--- src/rtl/video_dac_palette.sv ---
// Palette DAC stage: 4-bit colour index -> 8:8:8 RGB, VGA-DAC style CPU port.
// Optional MONO_TINT_EN adds mono_tint[1:0] monochrome tint bypass.
module video_dac_palette #(
  parameter int COLOUR_BITS = 4,
  parameter int COMP_BITS   = 6
) (
  input  logic                   clk_sys,
  input  logic                   reset,
  input  logic                   ce_pix,
  input  logic [COLOUR_BITS-1:0] colour,
  input  logic                   hsync_in,
  input  logic                   vsync_in,
  input  logic                   hb_in,
  input  logic                   vb_in,
`ifdef MONO_TINT_EN
  input  logic [1:0]             mono_tint,
`endif
  input  logic                   io_wr,
  input  logic                   io_rd,
  input  logic                   io_sel,
  input  logic [7:0]             io_din,
  output logic [7:0]             io_dout,
  output logic [7:0]             r,
  output logic [7:0]             g,
  output logic [7:0]             b,
  output logic                   hsync,
  output logic                   vsync,
  output logic                   hblank,
  output logic                   vblank
);

  localparam int DEPTH   = 1 << COLOUR_BITS;
  localparam int ENTRY_W = 3 * COMP_BITS;

  typedef logic [COMP_BITS-1:0]   comp_t;
  typedef logic [ENTRY_W-1:0]     entry_t;
  typedef logic [COLOUR_BITS-1:0] idx_t;

  typedef enum logic [1:0] {
    PH_R = 2'd0,
    PH_G = 2'd1,
    PH_B = 2'd2
  } phase_e;

  // Default grey ramp: index bits repeated MSB-first to fill a component.
  function automatic comp_t grey_comp(input idx_t i);
    comp_t c;
    for (int k = 0; k < COMP_BITS; k++) begin
      c[COMP_BITS-1-k] = i[COLOUR_BITS-1-(k % COLOUR_BITS)];
    end
    return c;
  endfunction

  function automatic logic [7:0] expand(input comp_t c);
    return {c, c[COMP_BITS-1 -: (8-COMP_BITS)]};
  endfunction

  entry_t pal_q [DEPTH];

  phase_e phase_q, phase_d;
  idx_t   index_q, index_d;
  comp_t  stg_r_q, stg_r_d;
  comp_t  stg_g_q, stg_g_d;
  logic [7:0] dout_q, dout_d;

  logic   pal_we;
  entry_t pal_wdata;
  entry_t rd_ent;
  comp_t  rd_comp;
  comp_t  din_comp;

  idx_t s1_col_q;
  logic s1_hs_q, s1_vs_q, s1_hb_q, s1_vb_q;

  logic [7:0] r_q, g_q, b_q;
  logic [7:0] r_d, g_d, b_d;
  logic       hs_q, vs_q, hb_q, vb_q;

  logic unused_din;
  assign unused_din = ^io_din[7:COMP_BITS];

  assign din_comp = io_din[COMP_BITS-1:0];

  always_comb begin
    rd_ent  = pal_q[index_q];
    rd_comp = rd_ent[ENTRY_W-1 -: COMP_BITS];
    unique case (phase_q)
      PH_G:    rd_comp = rd_ent[2*COMP_BITS-1 -: COMP_BITS];
      PH_B:    rd_comp = rd_ent[COMP_BITS-1:0];
      default: rd_comp = rd_ent[ENTRY_W-1 -: COMP_BITS];
    endcase
  end

  always_ff @(posedge clk_sys) begin
    if (reset) begin
      phase_q <= PH_R;
      index_q <= '0;
      stg_r_q <= '0;
      stg_g_q <= '0;
      dout_q  <= '0;
    end else begin
      phase_q <= phase_d;
      index_q <= index_d;
      stg_r_q <= stg_r_d;
      stg_g_q <= stg_g_d;
      dout_q  <= dout_d;
    end
  end

  // A write wins over a simultaneous read; the read is simply dropped.
  always_comb begin
    phase_d   = phase_q;
    index_d   = index_q;
    stg_r_d   = stg_r_q;
    stg_g_d   = stg_g_q;
    dout_d    = dout_q;
    pal_we    = 1'b0;
    pal_wdata = {stg_r_q, stg_g_q, din_comp};
    unique case (1'b1)
      (io_wr && !io_sel): begin
        index_d = io_din[COLOUR_BITS-1:0];
        phase_d = PH_R;
        stg_r_d = '0;
        stg_g_d = '0;
      end
      (io_wr && io_sel): begin
        unique case (phase_q)
          PH_R: begin
            stg_r_d = din_comp;
            phase_d = PH_G;
          end
          PH_G: begin
            stg_g_d = din_comp;
            phase_d = PH_B;
          end
          PH_B: begin
            pal_we  = 1'b1;
            index_d = index_q + 1'b1;
            phase_d = PH_R;
            stg_r_d = '0;
            stg_g_d = '0;
          end
          default: phase_d = PH_R;
        endcase
      end
      (!io_wr && io_rd && !io_sel): begin
        dout_d = {{(8-COLOUR_BITS){1'b0}}, index_q};
      end
      (!io_wr && io_rd && io_sel): begin
        dout_d = {{(8-COMP_BITS){1'b0}}, rd_comp};
        unique case (phase_q)
          PH_R: phase_d = PH_G;
          PH_G: phase_d = PH_B;
          PH_B: begin
            index_d = index_q + 1'b1;
            phase_d = PH_R;
          end
          default: phase_d = PH_R;
        endcase
      end
      default: begin
        dout_d = dout_q;
      end
    endcase
  end

  // Whole entry lands in one edge, so a lookup never sees a torn entry.
  always_ff @(posedge clk_sys) begin
    if (reset) begin
      for (int e = 0; e < DEPTH; e++) begin
        pal_q[e] <= {3{grey_comp(idx_t'(e))}};
      end
    end else if (pal_we) begin
      pal_q[index_q] <= pal_wdata;
    end
  end

  always_comb begin
    entry_t     ent;
    logic [7:0] lum;
    ent = pal_q[s1_col_q];
    lum = 8'({s1_col_q, s1_col_q});
    r_d = expand(ent[ENTRY_W-1 -: COMP_BITS]);
    g_d = expand(ent[2*COMP_BITS-1 -: COMP_BITS]);
    b_d = expand(ent[COMP_BITS-1:0]);
`ifdef MONO_TINT_EN
    unique case (mono_tint)
      2'b01: begin
        r_d = '0;
        g_d = lum;
        b_d = '0;
      end
      2'b10: begin
        r_d = lum;
        g_d = lum - (lum >> 2);
        b_d = '0;
      end
      2'b11: begin
        r_d = lum;
        g_d = lum;
        b_d = lum;
      end
      default: begin
        r_d = r_d;
      end
    endcase
`else
    if (lum == 8'hFF) begin
      r_d = r_d;
    end
`endif
    if (s1_hb_q || s1_vb_q) begin
      r_d = '0;
      g_d = '0;
      b_d = '0;
    end
  end

  always_ff @(posedge clk_sys) begin
    if (reset) begin
      s1_col_q <= '0;
      s1_hs_q  <= 1'b0;
      s1_vs_q  <= 1'b0;
      s1_hb_q  <= 1'b1;
      s1_vb_q  <= 1'b1;
      r_q      <= '0;
      g_q      <= '0;
      b_q      <= '0;
      hs_q     <= 1'b0;
      vs_q     <= 1'b0;
      hb_q     <= 1'b1;
      vb_q     <= 1'b1;
    end else if (ce_pix) begin
      s1_col_q <= colour;
      s1_hs_q  <= hsync_in;
      s1_vs_q  <= vsync_in;
      s1_hb_q  <= hb_in;
      s1_vb_q  <= vb_in;
      r_q      <= r_d;
      g_q      <= g_d;
      b_q      <= b_d;
      hs_q     <= s1_hs_q;
      vs_q     <= s1_vs_q;
      hb_q     <= s1_hb_q;
      vb_q     <= s1_vb_q;
    end
  end

  assign io_dout = dout_q;
  assign r       = r_q;
  assign g       = g_q;
  assign b       = b_q;
  assign hsync   = hs_q;
  assign vsync   = vs_q;
  assign hblank  = hb_q;
  assign vblank  = vb_q;

endmodule
--- config.mk ---
export PLATFORM = sky130hd
export DESIGN_NAME = video_dac_palette
export DESIGN_NICKNAME = d
export VERILOG_FILES = /design/src/rtl/video_dac_palette.sv
export SDC_FILE = /design/constraint.sdc
export NUM_CORES = 1
export LEC_CHECK = 0
export ABC_AREA = 1
export CAP_MARGIN = 20
export CORE_MARGIN = 5
export CORE_UTILIZATION = 32
export CTS_CLUSTER_SIZE = 25
export DETAILED_ROUTE_END_ITERATION = 7
export PLACE_DENSITY = 0.53
export SKIP_LAST_GASP = 1
export SLEW_MARGIN = 25
export SYNTH_ARGS = -nofsm -noshare
export SYNTH_HDL_FRONTEND = slang
export SYNTH_SLANG_ARGS = --single-unit
--- constraint.sdc ---
create_clock -name clk_sys -period 3.1 [get_ports clk_sys]
set_input_delay 0.31 -clock clk_sys [delete_from_list [all_inputs] [get_ports clk_sys]]
set_output_delay 0.31 -clock clk_sys [all_outputs]
set_load 0.02 [all_outputs]
### Word level (Yosys, flattened, before mapping)

Memories as Yosys holds them, arrays and structs flattened. A register that Yosys moved wholly into a read port is not among the register bits.
Cells that the tools add are included.

* memory bits (writable): 288
* memories: 1
* word-level logic and storage cells: 68
* input port bits: 22
* output and inout bits: 36
* bits in registers: 62

* mux-type cells: 27
* reductions and logical operators: 17
* eq/ne operators: 5
* add/subtract/negate cells: 1

Memories
* pal_q: words 16, width 18, rd ports 2, clocked after memory_dff 2, wr ports 16, line 58 `entry_t pal_q [DEPTH];`

Operators by type and width (number)
* one-hot mux 6 bit (2 select lines): 5
* 2-to-1 mux 4 bit: 6
* 2-to-1 mux 8 bit: 3
* 2-to-1 mux 18 bit: 1
* OR reduction 18 bit: 1
* one-hot mux 8 bit (2 select lines): 1
* 2-to-1 mux 1 bit: 8
* one-hot mux 2 bit (2 select lines): 2
* one-hot mux 4 bit (2 select lines): 1
* != test 3 x 1 -> 1 bit, second input constant: 2
* AND reduction 2 bit: 3
* nonzero test 2 bit: 3
* logical AND 1 bit: 5
* adder 4 x 1 -> 4 bit, second input constant: 1
* equality test 2 x 1 -> 1 bit, second input constant: 1
* equality test 2 bit, second input constant: 1
* logical NOT 1 bit: 2
* logical NOT 2 bit: 1
* != test 2 x 1 -> 1 bit, second input constant: 1
* OR reduction 2 bit: 1
* logical OR 1 bit: 1

### Logic depth before layout (Yosys ltp)

* word-level depth: 8
* depth in mapped cells: 12
* depth with buffers taken out: 11

### Worst setup path before layout

No wires, ideal clock.

* kind: register to register
* start point: reg phase_q[0]
* end point: mem pal_q[15][0] (netlist name) (enable)
* setup time: 0.418 ns
* cell stages (with the launch flop): 7
* buffers on the path: 0
* arrival time: 2.471 ns
* slack: 0.211 ns
* clock period less this slack: 2.889 ns
* required time: 2.682 ns
* cell sequence: dfxtp_1 inv_1 ha_1 inv_2 nor3_4 nand2_1 o21ai_0

RTL lines
* start: declaration: line 60 `phase_e phase_q, phase_d;`
* start signal: assignment: line 102 `phase_q <= phase_d;`
* end: declaration: line 58

==> flow_summary_export.csv <==
group,metric,value,unit
critical_path,cp_max_fo,16,
floorplan,core_area,56500,µm²
timing,fin_crit_sh,0.9082,
drt,drc_errors,0,
run_status,status,"finished clean",
synth,ys_seq_elements,350,
cts,post_cts_buffers,0,
hold_path,hold_depth,3,
critical_path,r2r_cells,9,
finish,final_common_cell,"nand2_1",
timing,slew_headroom,0.3080,
timing,setup_viol,0,
cts,cts-resized-gates,0,
critical_path,rrSetupSlack,280,ps
drt,wl_per_cell,22.43,µm
cts,clk_path_buf_depth,3,
synth,synthDistinctLibCells,25,
timing,hold_violations,0,
finish,syn2layout_area_growth,15.70,%
critical_path,critPathLaunchType,"register",
critical_path,reg2reg_from,"phase_q[0]",
global_route,grt_start_max_net_pins,109,
critical_path,critical_path_arrival,3070,ps
hold_path,hold_start,"vb_in",
finish,diodes,0,
global_route,grt_overflow,0,
cts,insertion_delay,560,ps
drt,drt_wl_total,69.35,mm
global_route,grt_pass1_vias,15624,
cts,cts_buffers,41,
global_route,grt_pass1_wl,101.2,mm
critical_path,crit_type,"register to register",
floorplan,die_h,249.1,µm
cts,cts_tree,"yes",
placement,dpl.hpwl,44.19,mm
critical_path,worstPathRequired,3350,ps
synth,syn_area,18290,µm²
cts,cts_root_buf,"clkbuf_16",
finish,drive_above_1_share,0.07366,
cts,clock-sinks,350,
floorplan,io_pins,58,
drt,post_drt_via_cell_ratio,5.386,
cts,h-tree-depth,2,
synth,syn_area_per_cell,7.985,µm²
finish,layout_common_cells,"573 x nand2_1, 305 x nor2_1, 289 x nand3_1",
synth,synth_area_leader_cell,"edfxtp_1",
power,power,11.68,mW
timing,fin_tns_setup,0,ps
power,vdd.ir_drop.worst,355.3,µV
timing,slew_violations,0,
power,powerDensity,552.2,nW/µm²
timing,worst_pin_slew,1032,ps
drt,first_iter_violations,2063,
synth,synth_area_leaders,"edfxtp_1 47%, nand2_1 12%, nand3_1 7.9%",
cts,holdBufCountCts,0,
drt,first_pass_iters,6,
synth,synth_cells,2290,
hold_path,min_delay_worst_endpoint,"s1_vb_q",
drt,vias,16647,
floorplan,num_rows,87,
timing,layout_min_cycle_time,2816,ps
global_route,antenna_found_initial,1,
synth,yosysWarnings,0,
critical_path,crit_slowest_cell,"ha_1",
timing,max_freq,355.2,MHz
critical_path,critPathMaxStageDelay,370,ps
critical_path,rr_endpoint,"pal_q[1][6]",
floorplan,initial_utilization,0.3237,
timing,skew,15.12,ps
synth,yosysTopAreaCellShare,0.4729,
hold_path,hold_path.class,"primary input to register",
finish,fill_cells,5740,
global_route,grt_usage,0.2152,
power,leakagePower,7.994,nW
job,drv_cap,0,
drt,ant_nets,0,
critical_path,cp_cell_sequence,"inv_1 > ha_1 > inv_2 > nor3_4 > nand2_1 > nor2_1 > inv_2 > nand2_1 > buf_4",
placement,io_buffers,53,
floorplan,die_w,249.1,µm
cts,path_clk_slew,60,ps
timing,grt_setup_unrepaired,"false",
critical_path,cp-end-kind,"register",
placement,place_congestion,0.8967,
synth,ys_seq_area_frac,0.5408,
floorplan,dieArea,62030,µm²
finish,nets,2337,
[through the flow]
stage / worst slack, ps / util / instance area [µm²] / instances / hold slack (ps)
floorplan: 210.9 / - / 18290 / 2291 / 421.4
global placement: 321.6 / 0.3522 / 19900 / 3019 / 436.3
detailed placement: 285.8 / 0.3522 / 19900 / 3019 / 442.2
CTS: 375.5 / 0.3745 / 21160 / 3091 / 317.9
global route: 195.4 / 0.3745 / 21160 / 3091 / 353.2
finish: 284.5 / 0.3745 / 21160 / 3091 / 335.5
[cells by family (layout without fill, tap and decap cells)]
group / count (synthesis) / in the layout / share of synthesized area
and+or+nand+nor: 1180 / 1180 / 0.2643
xor gates and xnor gates: 1 / 1 / 0.0004790
other: 1 / 2 / 0.0002051
DFF: 350 / 350 / 0.5408
AOI/OAI and AO/OA: 376 / 376 / 0.1061
adders and majority gates: 9 / 9 / 0.006158
buffers and inverters: 373 / 417 / 0.08197
[layout make-up]
cell class,instances,area (µm²),share of cell area
Sequential cell,350,9902,0.4680
Clock buffer,55,1109,0.05240
Tap cell,756,945.9,0.04471
Inverter,205,772.0,0.03649
Multi-Input combinational cell,1568,6905,0.3264
Clock inverter,17,151.4,0.007156
Timing Repair Buffer,140,1371,0.06482
[power by group]
group	internal [mW]	total [mW]	switching, mW	leakage, nW
Clock	2.74	4.71	1.96	0.621
Sequential	5.19	5.27	0.0770	3.05
Combinational	0.439	1.71	1.27	4.33
Total	8.37	11.7	3.31	7.99
[synthesized netlist by cell type (all sizes together)]
cell	instances
or2	1
clkbuf	86
edfxtp	288
nand2	573
o21ai	204
a31oi	1
nor3	1
dfxtp	62
inv	185
clkinv	20
o221ai	2
xnor2	1
buf	82
a21oi	144
ha	9
conb	1
nor2	316
nand3	289
o22ai	14
o211ai	11
[critical path: cells and delay by family, from the launching register on]
family                   cells  cell delay, ps
buffers and inverters        4             640
adder cells (fa/ha/maj)      1             370
AND/OR/NAND/NOR              4            1150
flip-flops                   1             330
[state kept, by name (all words and copies together) (netlist names), 2 cells and up, named ones only]
name,cells
index_q,4
b,6
phase_q,2
io_dout,6
stg_r_q,6
r,6
g,6
stg_g_q,6
pal_q,288
s1_col_q,4
[how the worst max path moves through the flow]
stage          cells after the start           end  slack (ps)       start
6_report                           9   pal_q[1][6]         280  phase_q[0]
2_1_floorplan                      6  pal_q[15][0]         210  phase_q[0]
3_5_place_dp                       8   pal_q[1][3]         290       io_wr
5_1_grt                            9   pal_q[1][6]         200  phase_q[0]
3_3_place_gp                       8  pal_q[11][3]         320       io_wr
4_1_cts                            9   pal_q[1][6]         380  phase_q[0]
[layer usage]
layer / routed length, µm / global-route usage / part of all wire
met1: 28460 / 0.2954 / 0.41
met2: 30290 / 0.3278 / 0.44
met3: 7191 / 0.04583 / 0.10
met4: 3387 / 0.09784 / 0.049
met5: 13 / 0 / 0.00019
(Power assumes the default switching activity.)
